**config.mk**
```make
export PLATFORM = sky130hd
export DESIGN_NAME = m68k_bus_initiator
export DESIGN_NICKNAME = d
export VERILOG_FILES = /design/src/rtl/gstmcu_pkg.sv /design/src/rtl/m68k_bus_initiator_e_clock_gen.sv /design/src/rtl/m68k_bus_initiator.sv
export SDC_FILE = /design/constraint.sdc
export NUM_CORES = 1
export LEC_CHECK = 0
export ABC_AREA = 0
export BUFFER_PORTS_ARGS = -buffer_cell sky130_fd_sc_hd__buf_2
export CORE_MARGIN = 10
export CORE_UTILIZATION = 48
export DETAILED_ROUTE_END_ITERATION = 10
export PLACE_DENSITY = 0.75
export SLEW_MARGIN = 5
export SYNTH_ARGS = -nofsm -noshare
export SYNTH_HDL_FRONTEND = slang
export SYNTH_HIERARCHICAL = 1
export SYNTH_SLANG_ARGS = --single-unit
```
**constraint.sdc**
```tcl
create_clock -name clk32 -period 2.64 [get_ports clk32]
set_clock_uncertainty 0.2 [all_clocks]
set_input_delay 0.528 -clock clk32 [delete_from_list [all_inputs] [get_ports clk32]]
set_output_delay 0.528 -clock clk32 [all_outputs]
set_load 0.005 [all_outputs]
```
**src/rtl/gstmcu_pkg.sv**
```systemverilog
// Shared types for the GSTMCU bus engine: bus half-state encoding and
// 68000 function-code constants.
package gstmcu_pkg;

  // 68000 half-states plus the DTACK wait state (SW) and the 6800/VPA wait (SV)
  typedef enum logic [3:0] {
    IDLE, S0, S1, S2, S3, S4, S5, S6, S7, SW, SV
  } bus_state_e;

  localparam logic [2:0] FC_UD   = 3'b001;
  localparam logic [2:0] FC_UP   = 3'b010;
  localparam logic [2:0] FC_SD   = 3'b101;
  localparam logic [2:0] FC_SP   = 3'b110;
  localparam logic [2:0] FC_IACK = 3'b111;

endpackage

```
**src/rtl/m68k_bus_initiator_e_clock_gen.sv**
```systemverilog
// 6800 E clock generator. A free-running counter advanced on the 8 MHz
// rising-phase enable; E is high for the last E_HIGH counts of each period.
// e_vma_slot marks the count at which a VPA cycle may assert VMA_N, e_fall
// marks the count whose en1 wraps the counter (E falling edge).
module e_clock_gen #(
  parameter int E_LOW  = 6,
  parameter int E_HIGH = 4
) (
  input  logic clk32,
  input  logic resb,
  input  logic mhz8_en1,
  output logic E,
  output logic e_vma_slot,
  output logic e_fall
);
  import gstmcu_pkg::*;

  localparam int PERIOD = E_LOW + E_HIGH;
  localparam int CW     = $clog2(PERIOD);
  localparam logic [CW-1:0] LAST_C = CW'(PERIOD - 1);
  localparam logic [CW-1:0] ELOW_C = CW'(E_LOW);
  localparam logic [CW-1:0] SLOT_C = CW'(E_LOW - 3);

  logic [CW-1:0] e_cnt_q, e_cnt_d;

  // Next count: wrap at the end of the E period
  always_comb begin
    e_cnt_d = e_cnt_q + CW'(1);
    if (e_cnt_q == LAST_C) e_cnt_d = '0;
  end

  // E period counter, advanced once per 8 MHz clock
  always_ff @(posedge clk32 or negedge resb) begin
    if (!resb)         e_cnt_q <= '0;
    else if (mhz8_en1) e_cnt_q <= e_cnt_d;
  end

  assign E          = (e_cnt_q >= ELOW_C);
  assign e_vma_slot = (e_cnt_q == SLOT_C);
  assign e_fall     = (e_cnt_q == LAST_C);

endmodule

```
**src/rtl/m68k_bus_initiator.sv**
```systemverilog
// 68000-compatible bus master: turns a single-word req/ack request into an
// asynchronous 68000 cycle (DTACK_N terminated) or a 6800 synchronous cycle
// (VPA_N terminated, VMA_N/E). Half-states advance on the 8 MHz phase enables.
// Optional build macro BUSINIT_TIMEOUT_EN adds a wait-state watchdog that
// forces termination after TIMEOUT_CYCLES 8 MHz clocks of waiting.
module m68k_bus_initiator #(
  parameter int TIMEOUT_CYCLES = 64,
  parameter int E_LOW          = 6,
  parameter int E_HIGH         = 4
) (
  input  logic        clk32,
  input  logic        resb,
  input  logic        mhz8_en1,
  input  logic        mhz8_en2,
  input  logic        req,
  input  logic        req_rw,
  input  logic [22:0] req_addr,
  input  logic [15:0] req_wdata,
  input  logic [1:0]  req_be,
  input  logic [2:0]  req_fc,
  output logic        busy,
  output logic        ack,
  output logic [15:0] rdata,
  output logic        rsp_vpa,
  output logic        rsp_tmo,
  output logic [22:0] A,
  output logic [15:0] DOUT,
  output logic        DOE,
  input  logic [15:0] DIN,
  output logic        AS_N,
  output logic        UDS_N,
  output logic        LDS_N,
  output logic        VMA_N,
  output logic        RW,
  output logic [2:0]  FC,
  output logic        E,
  input  logic        DTACK_N,
  input  logic        VPA_N
);
  import gstmcu_pkg::*;

  bus_state_e  state_q, state_d, term_state;
  logic [22:0] a_q, a_d;
  logic [2:0]  fc_q, fc_d;
  logic        rw_q, rw_d;
  logic [15:0] dout_q, dout_d;
  logic [1:0]  be_q, be_d;
  logic        as_n_q, as_n_d, uds_n_q, uds_n_d, lds_n_q, lds_n_d;
  logic        vma_n_q, vma_n_d, doe_q, doe_d;
  logic        busy_q, busy_d, ack_q, ack_d;
  logic [15:0] rdata_q, rdata_d;
  logic        rsp_vpa_q, rsp_vpa_d, rsp_tmo_q, rsp_tmo_d;
  logic        dtack_s1_q, dtack_s2_q, vpa_s1_q, vpa_s2_q;
  logic        e_vma_slot, e_fall;
  logic        tmo_hit;

  e_clock_gen #(
    .E_LOW (E_LOW),
    .E_HIGH(E_HIGH)
  ) u_e_clock_gen (
    .clk32     (clk32),
    .resb      (resb),
    .mhz8_en1  (mhz8_en1),
    .E         (E),
    .e_vma_slot(e_vma_slot),
    .e_fall    (e_fall)
  );

  // Two-flop synchronisers for the asynchronous cycle terminators
  always_ff @(posedge clk32 or negedge resb) begin
    if (!resb) begin
      dtack_s1_q <= 1'b1;
      dtack_s2_q <= 1'b1;
      vpa_s1_q   <= 1'b1;
      vpa_s2_q   <= 1'b1;
    end else begin
      dtack_s1_q <= DTACK_N;
      dtack_s2_q <= dtack_s1_q;
      vpa_s1_q   <= VPA_N;
      vpa_s2_q   <= vpa_s1_q;
    end
  end

  // Terminator decision at an en2 check point: DTACK wins over VPA, otherwise wait
  always_comb begin
    if (!dtack_s2_q)    term_state = S5;
    else if (!vpa_s2_q) term_state = SV;
    else                term_state = S4;
  end

`ifdef BUSINIT_TIMEOUT_EN
  localparam logic [6:0] TMO_LAST = 7'(TIMEOUT_CYCLES - 1);
  logic [6:0] tmo_cnt_q, tmo_cnt_d;

  // Watchdog: count 8 MHz clocks spent waiting for DTACK or for the VPA cycle
  always_comb begin
    tmo_cnt_d = tmo_cnt_q;
    tmo_hit   = 1'b0;
    if (state_q == IDLE) begin
      tmo_cnt_d = '0;
    end else if (mhz8_en1 && ((state_q == S4) ||
                 ((state_q == SV) && !rsp_vpa_q && !rsp_tmo_q))) begin
      tmo_cnt_d = tmo_cnt_q + 7'd1;
      tmo_hit   = (tmo_cnt_q == TMO_LAST);
    end
  end

  // Watchdog counter register
  always_ff @(posedge clk32 or negedge resb) begin
    if (!resb) tmo_cnt_q <= '0;
    else       tmo_cnt_q <= tmo_cnt_d;
  end

  assign rsp_tmo = rsp_tmo_q;
`else
  assign tmo_hit = 1'b0;
  assign rsp_tmo = 1'b0;
`endif

  // Bus sequencer: half-state transitions and pin/response updates
  always_comb begin
    state_d   = state_q;
    a_d       = a_q;
    fc_d      = fc_q;
    rw_d      = rw_q;
    dout_d    = dout_q;
    be_d      = be_q;
    as_n_d    = as_n_q;
    uds_n_d   = uds_n_q;
    lds_n_d   = lds_n_q;
    vma_n_d   = vma_n_q;
    doe_d     = doe_q;
    busy_d    = busy_q;
    ack_d     = 1'b0;
    rdata_d   = rdata_q;
    rsp_vpa_d = rsp_vpa_q;
    rsp_tmo_d = rsp_tmo_q;
    unique case (state_q)
      IDLE: if (mhz8_en1 && req) begin
        state_d   = S0;
        a_d       = req_addr;
        fc_d      = req_fc;
        rw_d      = req_rw;
        dout_d    = req_wdata;
        be_d      = req_be;
        busy_d    = 1'b1;
        rsp_vpa_d = 1'b0;
        rsp_tmo_d = 1'b0;
      end
      S0: if (mhz8_en2) state_d = S1;
      S1: if (mhz8_en1) begin
        state_d = S2;
        as_n_d  = 1'b0;
        if (rw_q) begin
          uds_n_d = ~be_q[1];
          lds_n_d = ~be_q[0];
        end else begin
          doe_d = 1'b1;
        end
      end
      S2: if (mhz8_en2) state_d = S3;
      S3: if (mhz8_en1) begin
        state_d = S4;
        if (!rw_q) begin
          uds_n_d = ~be_q[1];
          lds_n_d = ~be_q[0];
        end
      end
      // S4 is entered on en1, so an en1 seen here means a wait state began
      S4: begin
        if (mhz8_en2)      state_d = term_state;
        else if (mhz8_en1) state_d = SW;
      end
      SW: if (mhz8_en2) state_d = rsp_tmo_q ? S5 : term_state;
      SV: begin
        if (mhz8_en1) begin
          if (vma_n_q && !rsp_vpa_q && e_vma_slot) begin
            vma_n_d = 1'b0;
          end else if (!vma_n_q && e_fall) begin
            if (rw_q) rdata_d = DIN;
            vma_n_d   = 1'b1;
            rsp_vpa_d = 1'b1;
          end
        end else if (mhz8_en2 && (rsp_vpa_q || rsp_tmo_q)) begin
          state_d = S5;
        end
      end
      S5: if (mhz8_en1) state_d = S6;
      // Read data already captured on the VPA and timeout paths
      S6: if (mhz8_en2) begin
        state_d = S7;
        if (rw_q && !rsp_vpa_q && !rsp_tmo_q) rdata_d = DIN;
        as_n_d  = 1'b1;
        uds_n_d = 1'b1;
        lds_n_d = 1'b1;
      end
      S7: if (mhz8_en1) begin
        state_d = IDLE;
        doe_d   = 1'b0;
        busy_d  = 1'b0;
        ack_d   = 1'b1;
      end
      default: state_d = IDLE;
    endcase
    if (tmo_hit) begin
      rdata_d   = 16'hFFFF;
      rsp_tmo_d = 1'b1;
      rsp_vpa_d = rsp_vpa_q;
      vma_n_d   = 1'b1;
    end
  end

  // Sequencer and bus-pin registers; reset negates every strobe at once
  always_ff @(posedge clk32 or negedge resb) begin
    if (!resb) begin
      state_q   <= IDLE;
      a_q       <= '0;
      fc_q      <= '0;
      rw_q      <= 1'b1;
      dout_q    <= '0;
      be_q      <= '0;
      as_n_q    <= 1'b1;
      uds_n_q   <= 1'b1;
      lds_n_q   <= 1'b1;
      vma_n_q   <= 1'b1;
      doe_q     <= 1'b0;
      busy_q    <= 1'b0;
      ack_q     <= 1'b0;
      rdata_q   <= '0;
      rsp_vpa_q <= 1'b0;
      rsp_tmo_q <= 1'b0;
    end else begin
      state_q   <= state_d;
      a_q       <= a_d;
      fc_q      <= fc_d;
      rw_q      <= rw_d;
      dout_q    <= dout_d;
      be_q      <= be_d;
      as_n_q    <= as_n_d;
      uds_n_q   <= uds_n_d;
      lds_n_q   <= lds_n_d;
      vma_n_q   <= vma_n_d;
      doe_q     <= doe_d;
      busy_q    <= busy_d;
      ack_q     <= ack_d;
      rdata_q   <= rdata_d;
      rsp_vpa_q <= rsp_vpa_d;
      rsp_tmo_q <= rsp_tmo_d;
    end
  end

  assign busy    = busy_q;
  assign ack     = ack_q;
  assign rdata   = rdata_q;
  assign rsp_vpa = rsp_vpa_q;
  assign A       = a_q;
  assign DOUT    = dout_q;
  assign DOE     = doe_q;
  assign AS_N    = as_n_q;
  assign UDS_N   = uds_n_q;
  assign LDS_N   = lds_n_q;
  assign VMA_N   = vma_n_q;
  assign RW      = rw_q;
  assign FC      = fc_q;

endmodule
```
==> results by group, run 1 <==
Global routing
  – First-pass GRT wire length: 13.5 mm
  – Grt ovf: 0
  – Largest net degree at the start of global routing: 47
  – Initial antenna violation count: 0
  – Vias in the first global route: 2691
  – Total global-route track usage: 0.153

Die
  – Core ar.: between 6000 and 7000 µm²
  – Die Footprint: 10900 µm²
  – Die Wd: around 100 µm
  – Die height: approximately 100 µm
  – Initial Util: 0.499
  – IO Count: approximately 140
  – Num rows: 30

Timing
  – Tmin final: about 2.3 ns
  – Pins Over Slew Limit: 0
  – Fin crit share: 0.867
  – Post-Route Setup TNS: 0 ns
  – # setup viols final: 0
  – RSZ-0062 raised after global routing: no
  – Final hold viol count: 0
  – Max-slew headroom: 0.645
  – Worst-margin pin slew: around 0.53 ns
  – Setup WS post-layout: 0.350 ns
  – Peak Freq: between 400 and 500 MHz

Synthesis
  – Gate Count Post-Synth: 246
  – Yosys top cell by area: dfrtp_1
  – Syn Area/Cell: ~14 µm²
  – Yosys cell types: approximately 50
  – FFs w/ async S/R, synth: 1.00
  – Synth area leaders: dfrtp_1 (53%), mux2_2 (17%), dfstp_2 (6.9%)
  – Area share of the largest cell type after synthesis: 0.525
  – Synth Flop Type: dfrtp_1
  – Post-Syn Nets: between 300 and 400
  – Sequential area share after synthesis: 0.594
  – Synthesis Warnings: 6
  – EDFF count, synth: 0
  – Synth Register Bits: around 80
  – Post-Synthesis Cell Area: ~3400 µm²

Detailed routing
  – Drt pass-1 iters: 4
  – Iteration-0 DRC Markers: 69
  – Vias: around 2400
  – DR vias/cell: 5.02
  – Post-route ant nets: 0
  – Post-DR wirelength/cell: 17.3 µm
  – Residual DRC: 0
  – DRT Wirelength: around 8.4 mm

Placed design
  – IO Port Bufs: between 100 and 150
  – Final HPWL DP: 6.53 mm
  – GPL Wtd Cong: 0.883
  – Post-place setup slack: 0.225 ns
  – Placed Cells: 471

Cells and area
  – Multi-input logic area: roughly 1300 µm²
  – Antenna diodes: 0
  – Final net count: 455
  – Synthesis-to-finish area growth: 31.3%
  – FF/Latch Area: ~2000 µm²
  – Fillers: approximately 550
  – Fraction of layout cells with a size suffix above 1: 0.609
  – Final Non-Filler Cells: 487

Job
  – Max-Cap Viols: 0

Setup path
  – Worst R2R Path Depth: 6
  – Reg2Reg Setup Slack: roughly 0.35 ns
  – Kind of end point of the critical path: flip-flop
  – Critical Path AT: roughly 2.3 ns
  – Type of origin of the critical path: flip-flop
  – Crit path kind: reg2reg
  – Crit-path max FO: 16
  – Critical Path RT: ~2.7 ns

CTS
  – Post-CTS resize count: 0
  – Clock sink total: between 80 and 90
  – CTS root buf: clkbuf_8
  – Bufs on Longest Clock Path: 2
  – TritonCTS clock tree: built
  – Clk_lat worst skew: between 0.3 and 0.4 ns
  – H-tree depth: 3
  – Total CTS buffers: 9
  – Clk slew on worst S/H paths: about 0.080 ns

Status
  – Status: complete, no violations

Power and ir drop
  – Pleak: between 2 and 2.5 nW
  – Pwr Total: slightly above 5 mW
  – Cell Pwr Density: about 1100 nW/µm²
  – Maximum vdd drop: 0.608 mV

Hold path
  – Hold WC Path Type: in2reg
  – Hold path cells: 1
## what timing repair did
action,CTS,global route
endpoints found under the hold margin,31,0
setup endpoints to repair,0,0
hold buffers,1,0
buffers inserted,0,0
## final cells by class
class,count,area share
Multi-Input combinational cell,148,0.286
Timing Repair Buffer,143,0.173
Inverter,4,0.00333
Tap cell,96,0.0267
Sequential cell,81,0.453
Clock buffer,9,0.0275
Clock inverter,6,0.0306
## sequential cells by signal, indices dropped and copies added (netlist names), 2 cells and up
signal	flops
be_q	2
A	23
u_e_clock_gen/e_cnt_q	4
state_q	4
rdata	16
DOUT	16
FC	3
## cells in the final DEF, fill, tap and decap left out, types with 2 or more instances in the layout
| cell type | n |
|---|---|
| nand2b_1 | 3 |
| dfrtp_1 | 72 |
| a21o_1 | 2 |
| mux2_4 | 10 |
| inv_1 | 4 |
| nor2_1 | 9 |
| buf_2 | 134 |
| buf_12 | 3 |
| o41ai_1 | 2 |
| and3b_1 | 2 |
| buf_4 | 5 |
| nand4_1 | 2 |
| o21ai_0 | 10 |
| mux2_2 | 52 |
| clkbuf_8 | 9 |
| inv_6 | 2 |
| a21oi_1 | 7 |
| nand2_1 | 9 |
| nand3b_1 | 2 |
| bufinv_16 | 4 |
| dfstp_2 | 9 |
| nor2b_1 | 4 |
| a31oi_1 | 5 |
| nor3_1 | 2 |
## metrics by stage
step | cell area [µm²] | util | hold slack, ns
5_1_grt | 4500 | 0.656 | 0.0530
4_1_cts | 4500 | 0.656 | 0.0581
2_1_floorplan | 3430 | - | 0.0324
3_5_place_dp | 4230 | 0.616 | 0.147
3_3_place_gp | 4230 | 0.616 | 0.146
6_report | 4500 | 0.656 | 0.0771
## cell families (layout without fill, tap and decap cells)
group,after synthesis,after routing,synth area share
flip-flops,81,81,0.594
multiplexers,62,62,0.214
AND/OR/NAND/NOR,47,47,0.0868
AO/OA/AOI/OAI,36,36,0.0686
buffers and inverters,17,162,0.0299
XOR/XNOR,2,2,0.00511
other,1,1,0.00109
## power by group
| part | leakage (nW) | internal [mW] | total (mW) | switching, mW |
|---|---|---|---|---|
| registers | 0.978 | 1.80 | 2.15 | 0.352 |
| clock network | 0.130 | 0.725 | 1.17 | 0.442 |
| logic | 1.14 | 1.00 | 1.74 | 0.740 |
| total | 2.25 | 3.53 | 5.06 | 1.53 |
## Yosys cell counts (2+ instances only)
| master | instances |
|---|---|
| buf_4 | 2 |
| nor3_1 | 2 |
| inv_1 | 4 |
| a21o_1 | 2 |
| mux2_2 | 52 |
| a31oi_1 | 5 |
| nand3b_1 | 2 |
| o41ai_1 | 2 |
| nor2b_1 | 4 |
| dfstp_2 | 9 |
| and3b_1 | 2 |
| dfrtp_1 | 72 |
| nand4_1 | 2 |
| mux2_4 | 10 |
| nand2_1 | 9 |
| buf_2 | 5 |
| o21ai_0 | 10 |
| nor2_1 | 9 |
| a21oi_1 | 7 |
| clkbuf_1 | 3 |
| nand2b_1 | 3 |
## per-layer routing
layer	global-route usage	routed length, µm	vias up
met4	0.0726	163	0
met2	0.272	4480	86
met3	0.0670	763	14
met1	0.150	3020	1186
li1	-	-	1161
met5	0	0	-
## worst paths after layout
path | startpoint | end
min | VPA_N | vpa_s1_q
max in group asynchronous | resb | VMA_N
min reg2reg | vpa_s1_q | vpa_s2_q
min in group asynchronous | resb | rdata[10]
max reg2reg | state_q[2] | rdata[3]
max | state_q[2] | rdata[3]
## worst max-delay path, stage by stage, from the launching register on
cell and delay [ns]:
dfrtp_1 0.58, nor2b_4 0.23, nand3_2 0.10, nor3b_2 0.28
o221a_2 0.26, buf_12 0.16, mux2_2 0.35
No activity file was read; power rests on OpenSTA's default activity.
==> run 2: changes to the inputs <==
--- a/config.mk
+++ b/config.mk
@@ -11,6 +11,7 @@
 export CORE_UTILIZATION = 48
 export DETAILED_ROUTE_END_ITERATION = 10
 export PLACE_DENSITY = 0.75
+export REMOVE_ABC_BUFFERS = 1
 export SLEW_MARGIN = 5
 export SYNTH_ARGS = -nofsm -noshare
 export SYNTH_HDL_FRONTEND = slang
==> run 2 against run 1 <==
- clock power down 4%
- routed wire length up 1.1%
- critical path depth unchanged
- setup slack better by 0.0037 ns
- power down 1.0%
- hold slack worse by 0.0015 ns
- combinational power about the same
==> results by group, run 2 (synthesis gave the netlist of run 1 again) <==
Detailed routing
  – Residual DRC: 0 (unchanged)
  – Iteration-0 DRC Markers: 66 (-4.3%)
  – Drt pass-1 iters: 4 (unchanged)
  – Post-DR wirelength/cell: 17.5 µm (+0.91%)
  – Vias: 2458 (+0.45%)
  – DR vias/cell: 5.04 (+0.24%)
  – Post-route ant nets: 0 (unchanged)
  – DRT Wirelength: 8.52 mm (+1.1%)

Status
  – Status: complete, no violations

Timing
  – Post-Route Setup TNS: 0 ns (unchanged)
  – Tmin final: 2.29 ns (-0.00374 ns)
  – # setup viols final: 0 (unchanged)
  – Max-slew headroom: 0.621 (-0.0238)
  – Fin Hold WS: 0.0756 ns (-0.00147 ns)
  – Worst-margin pin slew: 0.568 ns (+0.0356 ns)
  – Fin crit share: 0.866 (-0.00142)
  – Final hold viol count: 0 (unchanged)
  – Pins Over Slew Limit: 0 (unchanged)
  – Peak Freq: 437 MHz (+0.16%)
  – Setup WS post-layout: 0.354 ns (+0.00374 ns)
  – RSZ-0062 raised after global routing: no

CTS
  – Bufs on Longest Clock Path: 2 (unchanged)
  – Clock sink total: 81 (unchanged)
  – Clk slew on worst S/H paths: 0.08 ns (about the same)
  – CTS root buf: clkbuf_8
  – H-tree depth: 3 (unchanged)
  – Total CTS buffers: 9 (unchanged)
  – Total setup buffers inserted after CTS: 0 (unchanged)
  – Clk_lat worst skew: 0.34 ns (about the same)
  – TritonCTS clock tree: built

Hold path
  – Hold WC Path Type: in2reg

Die
  – IO Count: 137 (unchanged)
  – Die Footprint: 10900 µm² (unchanged)
  – Core ar.: 6870 µm² (unchanged)
  – Die height: 105 µm (unchanged)
  – Num rows: 30 (unchanged)
  – Die Wd: 105 µm (unchanged)
  – Initial Util: 0.499 (unchanged)

Global routing
  – Vias in the first global route: 2757 (+2.5%)
  – Initial antenna violation count: 1 (+1)
  – Largest net degree at the start of global routing: 46 (-2.1%)
  – Grt ovf: 0 (unchanged)
  – First-pass GRT wire length: 14.0 mm (+4.1%)
  – Total global-route track usage: 0.159 (+0.00574)

Setup path
  – Crit-path max FO: 16 (unchanged)
  – Critical Path RT: 2.67 ns (about the same)
  – Critical Path AT: 2.32 ns (about the same)
  – Kind of end point of the critical path: flip-flop
  – Type of origin of the critical path: flip-flop
  – Crit path kind: reg2reg

Cells and area
  – Final net count: 454 (-0.22%)
  – Commonest non-fill, non-tap cell in the layout: buf_2
  – Most frequent cells in the layout: buf_2 (134), dfrtp_1 (72), mux2_2 (52)
  – Fraction of layout cells with a size suffix above 1: 0.609 (unchanged)
  – Final Core Density: 0.653 (-0.00237)
  – Synthesis-to-finish area growth: 30.8%
  – Largest register FFs: 23 (unchanged)

Power and ir drop
  – Maximum vdd drop: 0.552 mV (-9.1%)
  – Pleak: 2.25 nW (-0.34%)
  – Cell Pwr Density: 1120 nW/µm² (-0.64%)

Placed design
  – Post-place setup slack: 0.254 ns (+0.0294 ns)
  – GPL Wtd Cong: 0.853 (-3.5%)
  – Final HPWL DP: 6.54 mm (+0.21%)
  – IO Port Bufs: 135 (unchanged)

Job
  – Max-Cap Viols: 0 (unchanged)
## run 2: cell count changes in the layout (fill, tap and decap cells not counted)
cell	previous run	this run
bufinv_16	4	3
buf_4	5	4
clkinv_2	0	1
diode_2	0	1
clkbuf_8	9	10
## run 2: worst paths after layout
path	start	end	slack, ns	cells after the start
max in group asynchronous	resb	rdata[5]	1.11	3
min reg2reg	dtack_s1_q	dtack_s2_q	0.16	0
max	state_q[2]	rdata[1]	0.35	6
max reg2reg	state_q[2]	rdata[1]	0.35	6
min	DTACK_N	dtack_s1_q	0.08	1
min in group asynchronous	resb	rdata[2]	0.52	2
## run 2: what timing repair did
action	CTS	global route
resized for setup	0	0
hold endpoints to repair	35	0
hold buffers	1	0
## run 2: layout make-up
cell class | instances | area (µm²)
Fill cell | 547 | 2380
Sequential cell | 81 | 2040
Multi-Input combinational cell | 148 | 1290
Timing Repair Buffer | 142 | 771
Clock buffer | 10 | 138
Tap cell | 96 | 120
Clock inverter | 6 | 113
Inverter | 4 | 15.0
Antenna cell | 1 | 2.50
## run 2: through the flow
stage	total power, mW	instance area, µm²	cells
finish	5.01	4490	488
global route	5.38	4480	487
CTS	5.08	4480	487
detailed placement	3.95	4220	470
global placement	3.86	4220	470
floorplan	3.08	3340	233
## run 2: critical path, cell delays in order, from the launching register on
cell and delay, ns:
dfrtp_1 0.57, nor2b_4 0.24, nand3_2 0.10, nor3b_2 0.27, o221a_2 0.26, buf_12 0.17
mux2_2 0.35
## run 2: power breakdown
group          internal, mW  total, mW  switching (mW)
Sequential             1.80       2.16           0.366
Combinational         0.997       1.73           0.728
Clock                 0.660       1.12           0.460
## run 2: routing by layer
metal | part of all wire | up-vias | track usage
met5 | 0 | - | 0
met4 | 0.011 | 0 | 0.0467
met3 | 0.13 | 9 | 0.103
met2 | 0.47 | 107 | 0.256
met1 | 0.39 | 1184 | 0.168
li1 | - | 1158 | -
